[src/rtl/loba_split_pipe_pkg.sv]
// loba_pkg: constants, split record type and segment-extraction helpers for the
// LOBA2 (16-bit operand, 4-bit segment) approximate multiplier front end.
//
// Optional feature macro: LOBA_SPLIT_ZERO_FLAG_EN adds a 'zero' field to
// loba_split_t, which is set when the split operand was 0.
//
// Contents:
//   LOBA_W, LOBA_SEG, LOBA_KW, LOBA_KMIN  widths and the minimum k value
//   loba_split_t                          one operand's split fields
//   loba_split_reset()                    value of a split record after reset
//   loba_split(x, p, nz)                  split rule for one operand
package loba_pkg;

  localparam int LOBA_W    = 16;
  localparam int LOBA_SEG  = 4;
  localparam int LOBA_KW   = 4;
  localparam int LOBA_KMIN = 3;

  // Smallest k; downstream k-sums subtract 6, so no k may go below this.
  localparam logic [LOBA_KW-1:0] LOBA_K_MIN_V   = 4'd3;
  // Largest leading-one index whose split is still exact.
  localparam logic [LOBA_KW-1:0] LOBA_P_EXACT   = 4'd6;
  // Distance from the leading one to the LSB of the low segment.
  localparam logic [LOBA_KW-1:0] LOBA_LO_OFS    = 4'd7;
  // Distance from kh to kl when the low segment sits right below the high one.
  localparam logic [LOBA_KW-1:0] LOBA_SEG_STEP  = 4'd4;

  typedef struct packed {
    logic [LOBA_SEG-1:0] xh;
    logic [LOBA_KW-1:0]  kh;
    logic [LOBA_SEG-1:0] xl;
    logic [LOBA_KW-1:0]  kl;
`ifdef LOBA_SPLIT_ZERO_FLAG_EN
    logic                zero;
`endif
  } loba_split_t;

  // Reset / zero-operand record: empty segments, both k at the minimum.
  function automatic loba_split_t loba_split_reset();
    loba_split_t s;
    s.xh = {LOBA_SEG{1'b0}};
    s.kh = LOBA_K_MIN_V;
    s.xl = {LOBA_SEG{1'b0}};
    s.kl = LOBA_K_MIN_V;
`ifdef LOBA_SPLIT_ZERO_FLAG_EN
    s.zero = 1'b1;
`endif
    return s;
  endfunction

  // Split one operand given its leading-one index p and nonzero flag nz.
  // The high window is X[p:p-3]; the remainder R is X with that window cleared.
  // Shift amounts wrap for small p but are only used on branches where p is
  // large enough for them to be meaningful.
  function automatic loba_split_t loba_split(input logic [LOBA_W-1:0]  x,
                                             input logic [LOBA_KW-1:0] p,
                                             input logic               nz);
    loba_split_t         s;
    logic [LOBA_KW-1:0]  sh_hi;
    logic [LOBA_KW-1:0]  sh_lo;
    logic [LOBA_W-1:0]   x_hi;
    logic [LOBA_W-1:0]   rem;
    logic [LOBA_W-1:0]   x_lo;
    s     = loba_split_reset();
    sh_hi = p - LOBA_K_MIN_V;
    sh_lo = p - LOBA_LO_OFS;
    x_hi  = x >> sh_hi;
    rem   = x & ~({{(LOBA_W-LOBA_SEG){1'b0}}, {LOBA_SEG{1'b1}}} << sh_hi);
    x_lo  = rem >> sh_lo;
    if (!nz) begin
      s = loba_split_reset();
    end else if (p < LOBA_K_MIN_V) begin
      // Whole operand fits in the bottom segment.
      s.xh = x[LOBA_SEG-1:0];
    end else if (p <= LOBA_P_EXACT) begin
      // Remainder lies entirely in bits [3:0]: exact split.
      s.xh = x_hi[LOBA_SEG-1:0];
      s.kh = p;
      s.xl = rem[LOBA_SEG-1:0];
    end else begin
      // Low segment directly under the high one; lower bits are dropped.
      s.xh = x_hi[LOBA_SEG-1:0];
      s.kh = p;
      s.xl = x_lo[LOBA_SEG-1:0];
      s.kl = p - LOBA_SEG_STEP;
    end
`ifdef LOBA_SPLIT_ZERO_FLAG_EN
    s.zero = ~nz;
`endif
    return s;
  endfunction

endpackage

[src/rtl/loba_split_pipe_lod.sv]
// loba_lod: combinational leading-one detector.
//
// Ports:
//   i_x        in  W   operand
//   o_p        out KW  index of the most significant set bit (0 when i_x is 0)
//   o_nonzero  out 1   i_x has at least one set bit
module loba_lod
  import loba_pkg::*;
#(
  parameter int W  = LOBA_W,
  parameter int KW = LOBA_KW
) (
  input  logic [W-1:0]  i_x,
  output logic [KW-1:0] o_p,
  output logic          o_nonzero
);

  // Priority scan: later (higher) set bits override earlier ones.
  always_comb begin
    o_p = {KW{1'b0}};
    for (int i = 0; i < W; i++) begin
      o_p = i_x[i] ? KW'(i) : o_p;
    end
    o_nonzero = |i_x;
  end

endmodule

[src/rtl/loba_split_pipe.sv]
// loba_split_pipe: two-stage operand-splitting front end for the LOBA2
// approximate multiplier. Stage 1 registers the operands with their
// leading-one index; stage 2 extracts high/low segments and shift positions
// and holds them on the outputs.
//
// Optional feature macro: LOBA_SPLIT_ZERO_FLAG_EN adds a_zero_o / b_zero_o.
//
// Ports:
//   clk, rst                   clock, synchronous active-high reset
//   in_valid / in_ready        operand-pair handshake (in_ready is combinational
//                              on out_ready; no skid buffer)
//   a_i, b_i                   unsigned operands
//   out_valid / out_ready      result handshake
//   ah_o, al_o, bh_o, bl_o     high/low segments
//   k1a_o, k2a_o, k1b_o, k2b_o segment MSB positions (always >= 3)
//   a_zero_o, b_zero_o         operand was zero (macro only)
module loba_split_pipe
  import loba_pkg::*;
#(
  parameter int W   = LOBA_W,
  parameter int SEG = LOBA_SEG,
  parameter int KW  = LOBA_KW
) (
  input  logic           clk,
  input  logic           rst,
  input  logic           in_valid,
  output logic           in_ready,
  input  logic [W-1:0]   a_i,
  input  logic [W-1:0]   b_i,
  output logic           out_valid,
  input  logic           out_ready,
  output logic [SEG-1:0] ah_o,
  output logic [SEG-1:0] al_o,
  output logic [SEG-1:0] bh_o,
  output logic [SEG-1:0] bl_o,
  output logic [KW-1:0]  k1a_o,
  output logic [KW-1:0]  k2a_o,
  output logic [KW-1:0]  k1b_o,
  output logic [KW-1:0]  k2b_o
`ifdef LOBA_SPLIT_ZERO_FLAG_EN
  ,
  output logic           a_zero_o,
  output logic           b_zero_o
`endif
);

  logic [KW-1:0] w_pa;
  logic [KW-1:0] w_pb;
  logic          w_nza;
  logic          w_nzb;
  logic          w_s1_load;
  logic          w_s2_load;
  logic          w_in_ready;

  logic          r_s1_valid;
  logic [W-1:0]  r_s1_a;
  logic [W-1:0]  r_s1_b;
  logic [KW-1:0] r_s1_pa;
  logic [KW-1:0] r_s1_pb;
  logic          r_s1_nza;
  logic          r_s1_nzb;

  logic          r_s2_valid;
  loba_split_t   r_s2_a;
  loba_split_t   r_s2_b;

  loba_lod #(.W(W), .KW(KW)) u_lod_a (
    .i_x       (a_i),
    .o_p       (w_pa),
    .o_nonzero (w_nza)
  );

  loba_lod #(.W(W), .KW(KW)) u_lod_b (
    .i_x       (b_i),
    .o_p       (w_pb),
    .o_nonzero (w_nzb)
  );

  // Handshake: s2 frees space when it is empty or draining, which lets s1
  // accept a new pair in the same cycle it hands off (no bubble).
  always_comb begin
    w_s2_load  = r_s1_valid && (!r_s2_valid || out_ready);
    w_in_ready = !r_s1_valid || w_s2_load;
    w_s1_load  = in_valid && w_in_ready;
  end

  // Stage 1: capture operands, leading-one index and nonzero flag.
  always_ff @(posedge clk) begin
    if (rst) begin
      r_s1_valid <= 1'b0;
      r_s1_a     <= {W{1'b0}};
      r_s1_b     <= {W{1'b0}};
      r_s1_pa    <= {KW{1'b0}};
      r_s1_pb    <= {KW{1'b0}};
      r_s1_nza   <= 1'b0;
      r_s1_nzb   <= 1'b0;
    end else begin
      if (w_s1_load) begin
        r_s1_valid <= 1'b1;
      end else if (w_s2_load) begin
        r_s1_valid <= 1'b0;
      end else begin
        r_s1_valid <= r_s1_valid;
      end
      if (w_s1_load) begin
        r_s1_a   <= a_i;
        r_s1_b   <= b_i;
        r_s1_pa  <= w_pa;
        r_s1_pb  <= w_pb;
        r_s1_nza <= w_nza;
        r_s1_nzb <= w_nzb;
      end else begin
        r_s1_a   <= r_s1_a;
        r_s1_b   <= r_s1_b;
        r_s1_pa  <= r_s1_pa;
        r_s1_pb  <= r_s1_pb;
        r_s1_nza <= r_s1_nza;
        r_s1_nzb <= r_s1_nzb;
      end
    end
  end

  // Stage 2: split both operands into the output registers; hold while stalled.
  always_ff @(posedge clk) begin
    if (rst) begin
      r_s2_valid <= 1'b0;
      r_s2_a     <= loba_split_reset();
      r_s2_b     <= loba_split_reset();
    end else begin
      if (w_s2_load) begin
        r_s2_valid <= 1'b1;
        r_s2_a     <= loba_split(r_s1_a, r_s1_pa, r_s1_nza);
        r_s2_b     <= loba_split(r_s1_b, r_s1_pb, r_s1_nzb);
      end else if (out_ready) begin
        r_s2_valid <= 1'b0;
        r_s2_a     <= r_s2_a;
        r_s2_b     <= r_s2_b;
      end else begin
        r_s2_valid <= r_s2_valid;
        r_s2_a     <= r_s2_a;
        r_s2_b     <= r_s2_b;
      end
    end
  end

  assign in_ready  = w_in_ready;
  assign out_valid = r_s2_valid;
  assign ah_o      = r_s2_a.xh;
  assign k1a_o     = r_s2_a.kh;
  assign al_o      = r_s2_a.xl;
  assign k2a_o     = r_s2_a.kl;
  assign bh_o      = r_s2_b.xh;
  assign k1b_o     = r_s2_b.kh;
  assign bl_o      = r_s2_b.xl;
  assign k2b_o     = r_s2_b.kl;
`ifdef LOBA_SPLIT_ZERO_FLAG_EN
  assign a_zero_o  = r_s2_a.zero;
  assign b_zero_o  = r_s2_b.zero;
`endif

endmodule
[config.mk]
export PLATFORM = sky130hd
export DESIGN_NAME = loba_split_pipe
export DESIGN_NICKNAME = d
export VERILOG_FILES = /design/src/rtl/loba_split_pipe_pkg.sv /design/src/rtl/loba_split_pipe_lod.sv /design/src/rtl/loba_split_pipe.sv
export SDC_FILE = /design/constraint.sdc
export NUM_CORES = 1
export LEC_CHECK = 0
export ABC_CLOCK_PERIOD_IN_PS = 3560
export CORE_ASPECT_RATIO = 1.75
export CORE_MARGIN = 2
export CORE_UTILIZATION = 45
export DETAILED_ROUTE_END_ITERATION = 12
export GPL_TIMING_DRIVEN = 0
export HOLD_SLACK_MARGIN = 0.08
export PLACE_DENSITY = 0.75
export SLEW_MARGIN = 20
export SYNTH_ARGS = -nofsm -noshare
export SYNTH_HDL_FRONTEND = slang
export SYNTH_SLANG_ARGS = --single-unit
[constraint.sdc]
create_clock -name clk -period 3.56 [get_ports clk]
set_input_delay 0.712 -clock clk [delete_from_list [all_inputs] [get_ports clk]]
set_output_delay 0.712 -clock clk [all_outputs]
set_load 0.02 [all_outputs]
==> metrics.cfg, run 1 <==
[outcome]
outcome=completed

[worst_setup_path]
worst_setup_path_start_kind=register
crit_fanout=18
setup.worst_path.class=reg -> reg
path_cells=buf_6, inv_1, buf_2, ha_1, clkbuf_4, inv_1, ha_1, inv_1, o211a_1, a31oi_1, a31oi_1, o22ai_1, a311oi_1
reg2reg_slack_ns=0.21
crit_path_frequent_cell=inv_1
slowest_stage=dfxtp_1
cp.arrival_ns=3.53
required_ns=3.75
end_kind=register
max_stage_delay_ns=0.44

[floorplan]
initial_core_util=0.458
die_area_um2=13600
io_pins=70
fp-row-count=54
coreArea_um2=12400
die_h_um=153
die_w_um=89.1

[power_and_ir_drop]
p_total_mw=2.78
p_leak_nw=2.50
powerDensity_nw_per_um2=402
irDropWorstVdd_mv=0.258

[logic_synthesis]
synth_cells=765
syn_avg_cell_area_um2=7.45
synth_nets=819
yosys-top-cells-area=dfxtp_1, nand2_1, a21oi_1, mux4_2, ha_1
synth-seq-cells=76
ys.flop_type=dfxtp_1
synth_edf_count=0
seq_area_frac_synth=0.267
synthDistinctLibCells=70
synthTopCellsByCount=nand2_1, a21oi_1, dfxtp_1
async_flop_share=0
synth_top_area_share=0.267
synth_area_um2=5700
post-synth-top-area-cell=dfxtp_1
yosys_warnings=0
synth.most_common_cell=nand2_1

[timing]
layout_min_cycle_time_ns=3.35
fin_worst_skew_ns=0.00617
slew_headroom=0.432
final_max_slew_viol_count=0
timing.final.crit_share=0.940
setup_viol=0
whs_ns=0.469
worstMarginPinSlew_ns=0.850
rsz0062_at_grt=no
hold_violations=0
fmaxAchievable_mhz=299

[cts]
cts.sinks=76
h-tree-depth=3
cts_tree=done
path_clk_slew_ns=0.06
clock_latency_ns=0.35
numCtsBuffers=9
ctsHoldBuffers=0
clock-root-buffer=clkbuf_16
clk_path_buf_depth=2

[grt]
antenna_found_initial=0
grt_pass1_wl_mm=37.2
grt_pass1_vias=6442
groute.usage.overall=0.370
overflow=0
grt_max_degree=19

[cells_and_area]
area_growth_syn_to_layout_pct=21.3
diodes=0
top_regs=r_s1_a x16, r_s1_b x16
drive_above_1_share=0.0966
nets=898

[routing]
antenna_left=0
drc=0
routedWlPerCell_um=24.3
drt_first_pass_iters=5
wl_mm=24.7
num_vias=6470
viasPerCell=6.36
drt_iter0_drc=461

[place]
port-buffer-count=69
dp_hpwl_mm=19.8
gp_congestion=1.01

[worst_hold_path]
hold_class=reg -> reg

[flow_run]
drv_cap=0

-- cell type report --
| class | instances | area (um2) |
|---|---|---|
| inverter | 23 | 90.1 |
| timing repair buffer | 69 | 691 |
| multi-input combinational | 609 | 3830 |
| clock inverter | 6 | 71.3 |
| tap | 168 | 210 |
| clock buffer | 10 | 229 |
| fill | 1293 | 5520 |
| buffer | 56 | 274 |
| sequential | 76 | 1520 |
-- worst paths after layout --
path	to	startpoint	depth (start not counted)
hold / removal	bh_o[1]	bh_o[1]	2
setup reg to reg	al_o[2]	r_s1_pa[0]	13
hold reg to reg	bh_o[1]	bh_o[1]	2
setup / recovery	al_o[2]	r_s1_pa[0]	13
-- logic make-up after synthesis --
group | share of synthesized area
muxes | 0.0885
DFF | 0.267
xor gates and xnor gates | 0.0283
adders and majority gates | 0.0395
AOI/OAI and AO/OA | 0.290
buffers and inverters | 0.0628
and+or+nand+nor | 0.223
-- timing repair --
action / in CTS / in global routing
hold endpoints to repair: 0 / 0
buffers inserted: 0 / 0
resized for setup: 0 / 9
endpoints found under the setup margin: 4 / 7
-- power breakdown --
group	switching, mW	total, mW	internal (mW)
clock	0.388	0.938	0.549
sequential	0.0670	0.955	0.888
combinational	0.563	0.883	0.321
total	1.02	2.78	1.76
-- stage by stage --
step / area (um2) / worst slack, ns / setup TNS [ns] / std cells / utilization
floorplan: 5700 / 0.687 / 0 / 765 / -
global placement: 6600 / -0.247 / -0.729 / 1002 / 0.531
detailed placement: 6600 / -0.216 / -0.584 / 1002 / 0.531
CTS: 6890 / 0.00514 / 0 / 1017 / 0.555
global route: 6910 / 0.0221 / 0 / 1017 / 0.556
finish: 6910 / 0.214 / 0 / 1017 / 0.556
-- layout by cell type (no fill, tap or decap), types with 5 or more instances in the layout --
cell type and instances:
nand2_1 142, a21oi_1 92, dfxtp_1 76, clkdlybuf4s50_1 69
nor2_1 54, o21ai_0 31, nand3_1 28, clkbuf_1 26
inv_1 20, nor3_1 17, ha_1 17, a211oi_1 15
nand2b_1 13, mux4_2 13, o22ai_1 13, buf_2 12
a311oi_1 12, a31oi_1 12, nor2b_1 11, mux2i_1 11
xnor2_1 10, mux2_2 9, clkbuf_16 9, buf_1 8
o211ai_1 8, nor4_1 7, o21ai_1 7, o21bai_1 6
a22oi_1 5, a32oi_1 5, o2111ai_1 5, nand4_1 5
-- metal layers --
layer | wire, um | GRT usage | vias to the layer above
met3 | 1170 | 0.0486 | 139
li1 | - | - | 2960
met1 | 7470 | 0.337 | 3054
met5 | 0 | 0 | -
met2 | 13800 | 0.703 | 317
met4 | 2240 | 0.264 | 0
-- worst max-delay path, delay by kind of cell (launching register included) --
kind | cells | cell delay, ns
buffers and inverters | 6 | 1.10
AOI/OAI and AO/OA | 5 | 0.95
adders and majority gates | 2 | 0.70
DFF | 1 | 0.44
No activity file was read; power rests on OpenSTA's default activity.
==> run 2, diff against run 1 <==
--- a/config.mk
+++ b/config.mk
@@ -7,10 +7,8 @@
 export LEC_CHECK = 0
 export ABC_CLOCK_PERIOD_IN_PS = 3560
 export CORE_ASPECT_RATIO = 1.75
-export CORE_MARGIN = 2
 export CORE_UTILIZATION = 45
 export DETAILED_ROUTE_END_ITERATION = 12
-export GPL_TIMING_DRIVEN = 0
 export HOLD_SLACK_MARGIN = 0.08
 export PLACE_DENSITY = 0.75
 export SLEW_MARGIN = 20
==> run 2 against run 1 <==
  * Cell area shrank 1.1%
  * Critical path depth down 9
  * Sequential cell count is the same
  * Critical path type is now in -> out
  * Hold slack got worse by 0.011 ns
  * Die area fell by 3.5%
==> metrics.cfg, run 2 (same netlist as run 1, synthesis figures left out) <==
[outcome]
outcome=completed

[grt]
grt_max_degree=60
grt_pass1_wl_mm=31.2
antenna_found_initial=0
grt_pass1_vias=5929
overflow=0
groute.usage.overall=0.316

[worst_setup_path]
r2r_cells=8
crit_path_frequent_cell=clkdlybuf4s50_1
required_ns=2.85
r2r-end=al_o[1]
critPathCapture=in_ready
path_buf_inv=2
cp_top_family=buffers and inverters
end_kind=primary output
crit_fanout=5
slowest_stage=clkdlybuf4s50_1
cp-startpoint=out_ready
path_depth=4
cp.arrival_ns=2.23
setup.worst_path.class=in -> out
path_cells=clkdlybuf4s50_1, nor2b_1, nand2_1, clkdlybuf4s50_1
worstReg2RegStart=r_s1_pa[0]
max_stage_delay_ns=0.56
worst_setup_path_start_kind=input port
reg2reg_slack_ns=0.65

[routing]
drt_first_pass_iters=6
routedWlPerCell_um=20.1
num_vias=6246
viasPerCell=6.32
wl_mm=19.9
antenna_left=0
drt_iter0_drc=434
drc=0

[place]
dp_hpwl_mm=14.9
port-buffer-count=69
postPlaceCellArea_um2=6540
gp_congestion=1.06

[cts]
numCtsBuffers=9
clk_path_buf_depth=2
cts.sinks=76
ctsHoldBuffers=0
path_clk_slew_ns=0.06
h-tree-depth=3
cts_tree=done
clock_latency_ns=0.34
clock-root-buffer=clkbuf_16
cts_setup_buffers=0
post_cts_resized=0

[cells_and_area]
fin_util=0.550
final_common_cell=nand2_1
area_growth_syn_to_layout_pct=20.0
diodes=0
final_area_um2=6840
top_regs=r_s1_a x16, r_s1_b x16
most-common-layout-cells=nand2_1, a21oi_1, dfxtp_1
drive_above_1_share=0.106
nets=870

[floorplan]
die_area_um2=13100
fp-row-count=54
coreArea_um2=12400
die_w_um=87.1
die_h_um=151
initial_core_util=0.458
io_pins=70

[power_and_ir_drop]
powerDensity_nw_per_um2=397
irDropWorstVdd_mv=0.254
p_leak_nw=2.49

[worst_hold_path]
hold_class=reg -> reg
worstHoldStart=k1a_o[3]

[timing]
setup_viol=0
slew_headroom=0.476
layout_min_cycle_time_ns=2.94
worstMarginPinSlew_ns=0.786
hold_violations=0
rsz0062_at_grt=no
fmaxAchievable_mhz=340
final_max_slew_viol_count=0
fin_worst_skew_ns=0.0105
setup_tns_ns=0
timing.final.crit_share=0.825

[flow_run]
drv_cap=0

==> run 2: changes by cell type in the layout (fill, tap and decap cells not counted), moves of 3 or more <==
cell	previous run	this run
buf_6	4	0
buf_4	3	28
clkbuf_2	3	0
buf_1	8	0
buf_2	12	1
clkbuf_1	26	1
==> run 2: final cells by class <==
type | count | area [um2]
Clock inverter | 6 | 71.3
Timing Repair Buffer | 97 | 896
Fill cell | 1230 | 5600
Tap cell | 168 | 210
Clock buffer | 10 | 229
Multi-Input combinational cell | 609 | 3820
Inverter | 23 | 86.3
Sequential cell | 76 | 1520
==> run 2: where the power goes <==
group / switching [mW] / internal (mW)
Sequential: 0.0684 / 0.888
Clock: 0.391 / 0.550
Combinational: 0.498 / 0.315
==> run 2: worst min path at each step <==
stage | endpoint | depth (start not counted)
2_1_floorplan | r_s1_a[13] | 2
3_3_place_gp | k1a_o[3] | 2
3_5_place_dp | k1a_o[3] | 2
4_1_cts | k1a_o[3] | 2
5_1_grt | k1a_o[3] | 2
6_report | k1a_o[3] | 2
==> run 2: per-stage QoR <==
step	std cells	power (mW)	hold WS (ns)	setup WS [ns]
finish	989	2.71	0.458	0.623
global route	989	2.82	0.474	0.427
CTS	989	2.70	0.462	0.612
detailed placement	973	1.76	0.448	0.622
global placement	973	1.76	0.447	0.624
floorplan	765	1.51	0.459	0.687
==> run 2: worst reg2reg max path, stage by stage (launching register included) <==
cell and delay, ns:
dfxtp_2 0.52, buf_4 0.43, a21oi_4 0.13, xnor2_2 0.56
a21oi_1 0.19, a211oi_1 0.53, o211ai_1 0.18, nor2_1 0.16
a211oi_2 0.08
==> run 2: metal layers <==
metal	global-route usage	vias to the layer above	part of all wire
met1	0.314	2909	0.32
met3	0.0441	119	0.061
met5	0	-	0
met2	0.577	319	0.53
li1	-	2899	-
met4	0.249	0	0.086
==> run 3, diff against run 2 <==
--- a/config.mk
+++ b/config.mk
@@ -5,12 +5,12 @@
 export SDC_FILE = /design/constraint.sdc
 export NUM_CORES = 1
 export LEC_CHECK = 0
-export ABC_CLOCK_PERIOD_IN_PS = 3560
+export ABC_CLOCK_PERIOD_IN_PS = 2400
 export CORE_ASPECT_RATIO = 1.75
 export CORE_UTILIZATION = 45
 export DETAILED_ROUTE_END_ITERATION = 12
 export HOLD_SLACK_MARGIN = 0.08
-export PLACE_DENSITY = 0.75
+export PLACE_DENSITY = 0.77
 export SLEW_MARGIN = 20
 export SYNTH_ARGS = -nofsm -noshare
 export SYNTH_HDL_FRONTEND = slang
==> constraint.sdc (replaced) <==
create_clock -name clk -period 2.4 [get_ports clk]
set_input_delay 0.48 -clock clk [delete_from_list [all_inputs] [get_ports clk]]
set_output_delay 0.48 -clock clk [all_outputs]
set_load 0.02 [all_outputs]
==> run 3 against run 2 <==
  * Core utilization rose by 5.5 points
  * Wire length grew 7.7%
  * Register-to-register slack got worse by 0.61 ns
  * Die area is the same
  * Sequential share of layout area fell by 1.9 points
  * Via count is 3.7% higher
  * Critical path depth rose by 7
  * Global-route usage is 2.3 points higher
  * Sequential power grew 46%
  * First-iteration DRC count fell by 9.4%
  * Combinational power up 82%
  * Critical path type is now reg -> reg
==> metrics.cfg, run 3 (same netlist as run 1, synthesis figures left out) <==
[worst_setup_path]
required_ns=2.60
end_kind=register
r2r-end=al_o[3]
reg2reg_slack_ns=0.04
crit_fanout=10
worstReg2RegStart=r_s1_pa[0]
cp.arrival_ns=2.56
worst_setup_path_start_kind=register
path_cells=ha_2, inv_1, ha_1, buf_6, nand2b_1, o21ai_0, nor2_1, o22ai_1, a221o_1, a21oi_1, nor3_1
max_stage_delay_ns=0.38
path_buf_inv=2
slowest_stage=a221o_1
cp_top_family=compound AO/OA/AOI/OAI gates
setup.worst_path.class=reg -> reg
r2r_cells=11

[routing]
drt_first_pass_iters=5
viasPerCell=6.24
antenna_left=0
wl_mm=21.4
routedWlPerCell_um=20.6
num_vias=6476
drc=0
drt_iter0_drc=393

[grt]
antenna_found_initial=0
groute.usage.overall=0.339
grt_pass1_vias=6401
grt_max_degree=48
overflow=0
grt_pass1_wl_mm=33.2

[cells_and_area]
top_regs=r_s1_a x16, r_s1_b x16
area_growth_syn_to_layout_pct=32.0
nets=919
fillCellCount=1160
fin_util=0.605
final_area_um2=7520
drive_above_1_share=0.199
fin_cells=1038
final_common_cell=nand2_1
most-common-layout-cells=nand2_1, a21oi_1, dfxtp_1
diodes=0
multiInputGateArea_um2=4030
register_area_um2=1530

[timing]
worstMarginPinSlew_ns=0.743
whs_ns=0.451
timing.final.crit_share=0.983
slew_headroom=0.501
setup_tns_ns=0
hold_violations=0
fin_worst_skew_ns=0.00497
fmaxAchievable_mhz=424
layout_min_cycle_time_ns=2.36
setup_slack_ns=0.0419
final_max_slew_viol_count=0
setup_viol=0
rsz0062_at_grt=yes

[cts]
cts_tree=done
clock_latency_ns=0.34
clock-root-buffer=clkbuf_16
numCtsBuffers=9
h-tree-depth=3
clk_path_buf_depth=2
path_clk_slew_ns=0.06
cts.sinks=76

[power_and_ir_drop]
p_leak_nw=2.78
powerDensity_nw_per_um2=573
irDropWorstVdd_mv=0.341
p_total_mw=4.31

[place]
dp_worst_setup_slack_ns=-0.231
gp_congestion=1.15
port-buffer-count=69
dp_hpwl_mm=16.1
postPlaceCellArea_um2=6970
dp_cells=1013

[outcome]
outcome=completed

[floorplan]
die_area_um2=13100
die_h_um=151
coreArea_um2=12400
io_pins=70
fp-row-count=54
die_w_um=87.1
initial_core_util=0.458

[flow_run]
drv_cap=0

[worst_hold_path]
hold_end=k1b_o[3]
whs_path_depth=2
hold_class=reg -> reg
worstHoldStart=k1b_o[3]

==> run 3: timing repair <==
action	4_1_cts	5_1_grt
resized for setup	1	39
endpoints found under the setup margin	1	12
hold buffers	0	0
pin swaps	0	16
buffers inserted	0	9
==> run 3: power breakdown <==
part / leakage [nW] / total (mW) / internal [mW] / switching (mW)
clock network: 0.146 / 1.43 / 0.842 / 0.585
logic: 2.01 / 1.48 / 0.630 / 0.850
registers: 0.625 / 1.40 / 1.32 / 0.0860
==> run 3: worst max-delay path by stage <==
stage / start / to / slack [ns] / cells past startpoint
floorplan: r_s1_pa[0] / al_o[2] / -0.04 / 14
global placement: out_ready / bl_o[3] / -0.15 / 10
detailed placement: out_ready / bh_o[3] / -0.23 / 10
CTS: r_s1_pa[0] / al_o[0] / 0.01 / 9
global route: r_s1_pa[0] / al_o[3] / -0.07 / 11
finish: r_s1_pa[0] / al_o[3] / 0.04 / 11
==> run 3: worst reg2reg max path, delay by kind of cell, from the launching register on <==
kind | cells | cell delay (ns)
adder cells (fa/ha/maj) | 2 | 0.49
buffers and inverters | 2 | 0.19
AND/OR/NAND/NOR | 3 | 0.36
flip-flops | 1 | 0.36
AO/OA/AOI/OAI | 4 | 0.82
==> run 3: final cells by class <==
type,instances,share of cell area
timing repair buffer,146,0.179
sequential,76,0.204
inverter,23,0.0130
multi-input combinational,609,0.535
clock inverter,6,0.00915
clock buffer,10,0.0318
tap,168,0.0280
==> run 3: layer usage <==
layer,up-vias,GRT usage,share of wire
met2,302,0.634,0.54
met1,3046,0.324,0.32
li1,3011,-,-
met5,-,0,0
met3,117,0.0556,0.055
met4,0,0.253,0.080
